`src/rtl/exp_lut_pkg.sv`:
```
// Shared definitions for the BF16 exp lookup-table loader.
// Table index layout is {E_adj, M, S}. E_adj covers exponents EMIN..EMAX.
// The hi table keeps 4 mantissa bits and the lo table keeps 3.
package exp_lut_pkg;

    localparam int          EMIN      = -7;
    localparam int          EMAX      = 6;
    localparam int unsigned E_BITS    = $clog2(EMAX - EMIN + 1);
    localparam int unsigned HI_M_BITS = 4;
    localparam int unsigned LO_M_BITS = 3;

    localparam int unsigned HI_AW    = E_BITS + HI_M_BITS + 1;
    localparam int unsigned LO_AW    = E_BITS + LO_M_BITS + 1;
    localparam int unsigned DW       = 16;
    localparam int unsigned HI_DEPTH = 1 << HI_AW;
    localparam int unsigned LO_DEPTH = 1 << LO_AW;

    typedef enum logic [2:0] {
        ST_IDLE,
        ST_LOAD_HI,
        ST_LOAD_LO,
        ST_CHK,
        ST_DONE
    } state_t;

    // One accepted stream word, tagged with its destination table.
    typedef struct packed {
        logic             hi;
        logic             lo;
        logic [HI_AW-1:0] addr;
        logic [DW-1:0]    data;
    } wr_req_t;

    // States in which stream words are accepted.
    function automatic logic is_load(input state_t s);
        return (s == ST_LOAD_HI) || (s == ST_LOAD_LO) || (s == ST_CHK);
    endfunction

endpackage

```
`src/rtl/exp_lut_wr_stage.sv`:
```
// Registered write stage: turns an accepted word into a one-cycle
// we/addr/data pulse on the hi or lo table port.
// Ports: clk, rst (sync, active-high), req (accepted word),
//        hi_we/hi_waddr/hi_wdata, lo_we/lo_waddr/lo_wdata.
module exp_lut_wr_stage
    import exp_lut_pkg::*;
(
    input  logic             clk,
    input  logic             rst,
    input  wr_req_t          req,
    output logic             hi_we,
    output logic [HI_AW-1:0] hi_waddr,
    output logic [DW-1:0]    hi_wdata,
    output logic             lo_we,
    output logic [LO_AW-1:0] lo_waddr,
    output logic [DW-1:0]    lo_wdata
);

    wr_req_t q;

    // Enables pulse for one cycle; addr/data hold between writes.
    always_ff @(posedge clk) begin
        if (rst) begin
            q <= '0;
        end else begin
            q.hi <= req.hi;
            q.lo <= req.lo;
            if (req.hi || req.lo) begin
                q.addr <= req.addr;
                q.data <= req.data;
            end
        end
    end

    assign hi_we    = q.hi;
    assign hi_waddr = q.addr;
    assign hi_wdata = q.data;
    assign lo_we    = q.lo;
    assign lo_waddr = q.addr[LO_AW-1:0];
    assign lo_wdata = q.data;

endmodule

```
`src/rtl/exp_lut_loader.sv`:
```
// Write side of the BF16 exp lookup tables. Streams HI_DEPTH words into the
// hi table and then LO_DEPTH words into the lo table. tables_valid is raised
// once both tables are complete.
// Optional feature macro EXP_LUT_CHECKSUM_EN: one trailing word carries the
// mod-2^16 sum of all table words, and a mismatch sets the sticky load_err.
// Ports: clk, rst (sync, active-high), start (reload pulse),
//        in_valid/in_data/in_ready (word stream),
//        hi_we/hi_waddr/hi_wdata, lo_we/lo_waddr/lo_wdata (table write ports),
//        busy, tables_valid, load_err.
module exp_lut_loader
    import exp_lut_pkg::*;
(
    input  logic             clk,
    input  logic             rst,
    input  logic             start,
    input  logic             in_valid,
    input  logic [DW-1:0]    in_data,
    output logic             in_ready,
    output logic             hi_we,
    output logic [HI_AW-1:0] hi_waddr,
    output logic [DW-1:0]    hi_wdata,
    output logic             lo_we,
    output logic [LO_AW-1:0] lo_waddr,
    output logic [DW-1:0]    lo_wdata,
    output logic             busy,
    output logic             tables_valid,
    output logic             load_err
);

`ifdef EXP_LUT_CHECKSUM_EN
    localparam state_t AFTER_LO = ST_CHK;
`else
    localparam state_t AFTER_LO = ST_DONE;
`endif

    state_t           state_q, state_d;
    logic [HI_AW-1:0] hi_cnt_q;
    logic [LO_AW-1:0] lo_cnt_q;
    logic             xfer;
    wr_req_t          req;

    always_ff @(posedge clk) begin
        if (rst) state_q <= ST_IDLE;
        else     state_q <= state_d;
    end

    // start takes priority and blocks the transfer in its own cycle,
    // so an aborted load restarts cleanly at hi address 0.
    always_comb begin
        state_d  = state_q;
        in_ready = is_load(state_q) && !start;
        xfer     = in_valid && in_ready;
        req      = '0;

        req.hi   = xfer && (state_q == ST_LOAD_HI);
        req.lo   = xfer && (state_q == ST_LOAD_LO);
        req.addr = (state_q == ST_LOAD_HI) ? hi_cnt_q : HI_AW'(lo_cnt_q);
        req.data = in_data;

        if (start) begin
            state_d = ST_LOAD_HI;
        end else begin
            case (state_q)
                ST_LOAD_HI: if (req.hi && hi_cnt_q == HI_AW'(HI_DEPTH - 1)) state_d = ST_LOAD_LO;
                ST_LOAD_LO: if (req.lo && lo_cnt_q == LO_AW'(LO_DEPTH - 1)) state_d = AFTER_LO;
                ST_CHK:     if (xfer) state_d = ST_DONE;
                default:    ;
            endcase
        end
    end

    // Address counters wrap naturally at the last table address.
    always_ff @(posedge clk) begin
        if (rst || start) begin
            hi_cnt_q <= '0;
            lo_cnt_q <= '0;
        end else begin
            if (req.hi) hi_cnt_q <= hi_cnt_q + HI_AW'(1);
            if (req.lo) lo_cnt_q <= lo_cnt_q + LO_AW'(1);
        end
    end

    // Busy covers the load states plus a write still in the output stage.
    always_ff @(posedge clk) begin
        if (rst) busy <= 1'b0;
        else     busy <= is_load(state_d) || req.hi || req.lo;
    end

    exp_lut_wr_stage u_wr_stage (
        .clk      (clk),
        .rst      (rst),
        .req      (req),
        .hi_we    (hi_we),
        .hi_waddr (hi_waddr),
        .hi_wdata (hi_wdata),
        .lo_we    (lo_we),
        .lo_waddr (lo_waddr),
        .lo_wdata (lo_wdata)
    );

`ifdef EXP_LUT_CHECKSUM_EN
    logic [DW-1:0] sum_q;

    // Running mod-2^16 sum of every table word of the current load.
    always_ff @(posedge clk) begin
        if (rst || start)            sum_q <= '0;
        else if (req.hi || req.lo)   sum_q <= sum_q + in_data;
    end

    // The trailing checksum word decides between valid tables and error.
    always_ff @(posedge clk) begin
        if (rst || start) begin
            tables_valid <= 1'b0;
            load_err     <= 1'b0;
        end else if (xfer && state_q == ST_CHK) begin
            if (in_data == sum_q) tables_valid <= 1'b1;
            else                  load_err     <= 1'b1;
        end
    end
`else
    // Valid once the final lo-table write has left the output stage.
    always_ff @(posedge clk) begin
        if (rst || start)                                  tables_valid <= 1'b0;
        else if (lo_we && lo_waddr == LO_AW'(LO_DEPTH - 1)) tables_valid <= 1'b1;
    end

    assign load_err = 1'b0;
`endif

endmodule

```
`config.mk`:
```
export PLATFORM = sky130hd
export DESIGN_NAME = exp_lut_loader
export DESIGN_NICKNAME = d
export VERILOG_FILES = /design/src/rtl/exp_lut_pkg.sv /design/src/rtl/exp_lut_wr_stage.sv /design/src/rtl/exp_lut_loader.sv
export SDC_FILE = /design/constraint.sdc
export NUM_CORES = 1
export LEC_CHECK = 0
export BUFFER_PORTS_ARGS = -buffer_cell sky130_fd_sc_hd__buf_2
export CAP_MARGIN = 15
export CORE_MARGIN = 2
export CORE_UTILIZATION = 46
export DETAILED_ROUTE_END_ITERATION = 8
export PLACE_DENSITY = 0.73
export SLEW_MARGIN = 20
export SYNTH_ARGS = -nofsm -noshare
export SYNTH_HDL_FRONTEND = slang
export SYNTH_HIERARCHICAL = 1
export SYNTH_SLANG_ARGS = --single-unit
```
`constraint.sdc`:
```
create_clock -name clk -period 2.5 [get_ports clk]
set_clock_uncertainty 0.15 [all_clocks]
set_input_delay 0.625 -clock clk [delete_from_list [all_inputs] [get_ports clk]]
set_output_delay 0.625 -clock clk [all_outputs]
set_load 0.05 [all_outputs]
```
==> impl_metrics.py <==
metrics = {
    "timing": {
        "setup_viol": 0,
        "hold_viol_final": 0,
        "max_freq_mhz": 456.9,
        "finalCritPeriodShare": 0.8755,
        "holdWs_ps": 351.6,
        "setup_ws_ps": 311.2,
        "fin_setup_tns_ps": 0,
        "fin_crit_ps": 2189,
        "finalMaxSlewViolations": 0,
        "rsz0062_at_grt": "no",
    },
    "critical_path": {
        "path_buf_inv": 1,
        "r2r-end": "u_wr_stage/hi_waddr[6]$_SDFFE_PP0P_",
        "reg2reg_depth": 6,
        "path_max_fanout": 11,
        "crit_path_end_kind": "output pin",
        "path_delay_family": "flip-flops",
        "r2r_slack_ps": 610,
        "critPathArrivalTime_ps": 1410,
        "reg2reg_from": "state_q[0]$_SDFF_PP0_",
        "startpoint_type": "register",
        "required_ps": 1730,
        "path_class": "register to output pin",
        "path_cells": "nor2_1 > nor3_2 > buf_2",
        "critical-path-slowest-cell": "dfxtp_1",
        "crit_path_max_incr_delay_ps": 570,
    },
    "min_path": {
        "min-delay-start": "tables_valid$_SDFFE_PP0P_",
        "hold_end": "tables_valid$_SDFFE_PP0P_",
        "hold_class": "register to register",
        "whs_path_depth": 2,
    },
    "clock_tree": {
        "cts-root-buf": "clkbuf_8",
        "insertion_delay_ps": 300,
        "htree_levels": 2,
        "cts_hold_buf": 0,
        "cts_setup_buffers": 0,
        "cts_resized": 0,
        "clk_pin_slew_worst_paths_ps": 90,
        "tritoncts": "done",
        "clock_path_buffers": 2,
        "clkSinkCount": 49,
        "cts_buffers": 5,
    },
    "logic_synthesis": {
        "syn_inst": 283,
        "yosys_warnings": 6,
        "synth-simple-area-share": 0.2348,
        "synth-compound-area-share": 0.1496,
        "syn_area_per_cell_um2": 8.776,
        "synth_top_family_by_area": "simple AND/OR/NAND/NOR gates",
        "asyncSetResetFlopFracSynth": 0,
        "synth_nets": 306,
        "seq_area_frac_synth": 0.3950,
        "synth_xor_xnor_area_share": 0.04937,
        "synthFlopType": "dfxtp_1",
        "syn-cell-area_mm2": 0.002484,
        "yosysUniqueCellTypes": 42,
        "synthMuxAreaShare": 0.03627,
        "synth-edff-count": 0,
        "synth_fa_ha_area_frac": 0.01511,
        "ys_ff_latch": 49,
    },
    "status": {
        "outcome": "finished clean",
    },
    "cells_and_area": {
        "area_growth_pct": 14.41,
        "final_nets": 348,
        "final_common_cell": "buf_2",
        "final_util": 0.5493,
        "diodes": 0,
        "layout.cells.non_filler": 395,
        "n_fill_cell": 467,
        "final_cell_mix": "buf_2 (73), dfxtp_1 (49), a21oi_1 (30), o21ai_0 (29), or3b_1 (24)",
        "final_area_mm2": 0.002841,
        "drive_gt1_frac": 0.3231,
    },
    "flow_run": {
        "maxCapViolations": 0,
    },
    "detailed_routing": {
        "vias_per_cell": 5.157,
        "ant_nets": 0,
        "drtIter0Drc": 111,
        "drt-pass1-iter-count": 4,
        "drc": 0,
        "wl_per_cell_um": 13.38,
        "wl_mm": 5.285,
        "vias": 2037,
    },
    "die": {
        "rows": 26,
        "fp.dieH_um": 77.48,
        "coreArea_mm2": 0.005172,
        "start_util": 0.4802,
        "die_area_mm2": 0.006003,
        "die_x_um": 77.48,
        "io_pins": 75,
    },
    "power": {
        "leakage_nw": 1.176,
        "totalPowerFinal_mw": 1.501,
        "p_per_area_mw_per_mm2": 528.1,
        "peakVddDrop_v": 0.0003432,
    },
    "place": {
        "port_buffers": 73,
        "dp_slack_ps": 394.1,
        "place_congestion": 0.7999,
        "place_inst": 388,
        "dp_hpwl_mm": 3.555,
        "post_dp_cell_area_mm2": 0.002738,
    },
    "global_route": {
        "grtUsageTotal": 0.1754,
        "grt_pass1_wl_mm": 8.645,
        "grt_start_max_net_pins": 52,
        "grt_remaining_overflow": 0,
        "grt_pass1_vias": 1840,
        "antenna_found_initial": 0,
    },
}
## tightest hold or removal path, delay by kind of cell, from the launching register on
family | cells | cell delay (ps)
flip-flops | 1 | 350
AO/OA/AOI/OAI | 1 | 50
AND/OR/NAND/NOR | 1 | 70
## power by group
part	internal [mW]	switching [mW]
logic	0.0440	0.112
clock network	0.291	0.256
registers	0.790	0.00844
## how the worst max path moves through the flow
stage | startpoint | end | slack [ps] | cells after the start
2_1_floorplan | start | in_ready | 220 | 2
3_3_place_gp | in_valid | hi_cnt_q[5]$_SDFFE_PP0P_ | 490 | 6
3_5_place_dp | in_valid | hi_cnt_q[7]$_SDFFE_PP0P_ | 390 | 6
4_1_cts | state_q[0]$_SDFF_PP0_ | in_ready | 310 | 3
5_1_grt | state_q[0]$_SDFF_PP0_ | in_ready | 210 | 3
6_report | state_q[0]$_SDFF_PP0_ | in_ready | 310 | 3
## sequential cells by signal, summed over array words and instances (netlist names)
name                 cells
u_wr_stage/hi_wdata     16
hi_cnt_q                 9
u_wr_stage/hi_waddr      9
lo_cnt_q                 8
state_q                  3
busy                     1
tables_valid             1
u_wr_stage/hi_we         1
u_wr_stage/lo_we         1
## cell usage after synthesis, types with 2 or more instances
master,number,area share
nand2_1,9,0.014
ha_1,3,0.015
buf_1,3,0.0045
o21ai_0,29,0.058
and3_1,2,0.0050
dfxtp_1,49,0.39
a21o_1,2,0.0060
xnor2_1,7,0.025
clkbuf_1,10,0.015
nor4_1,3,0.0076
buf_4,26,0.079
a21oi_1,30,0.060
nor3_1,3,0.0060
nand3_1,9,0.018
mux2_2,8,0.036
clkbuf_2,4,0.0081
buf_2,3,0.0060
nor2_1,21,0.032
xor2_1,7,0.025
nand4_1,5,0.013
nor2b_1,2,0.0050
and2_1,2,0.0050
or3b_1,24,0.085
inv_1,4,0.0060
## area by class of cell
type / count / area [um2] / area share
Inverter: 4 / 15.01 / 0.005284
Clock inverter: 2 / 35.03 / 0.01233
Timing Repair Buffer: 81 / 437.9 / 0.1541
Multi-Input combinational cell: 184 / 1216 / 0.4280
Tap cell: 70 / 87.58 / 0.03082
Sequential cell: 49 / 980.9 / 0.3452
Clock buffer: 5 / 68.82 / 0.02422
## layer usage
metal / track usage / part of all wire / wire [um]
met2: 0.2826 / 0.46 / 2453
met5: 0 / 0 / 0
met1: 0.2338 / 0.48 / 2537
met4: 0.05893 / 0.0089 / 47
met3: 0.03721 / 0.047 / 246
## cells by family after synthesis
logic type	after synthesis
multiplexers	8
AO/OA/AOI/OAI	68
XOR/XNOR	14
other	1
buffers and inverters	50
adder cells (fa/ha/maj)	3
AND/OR/NAND/NOR	90
flip-flops	49
Power figures use the tool's default switching activity.
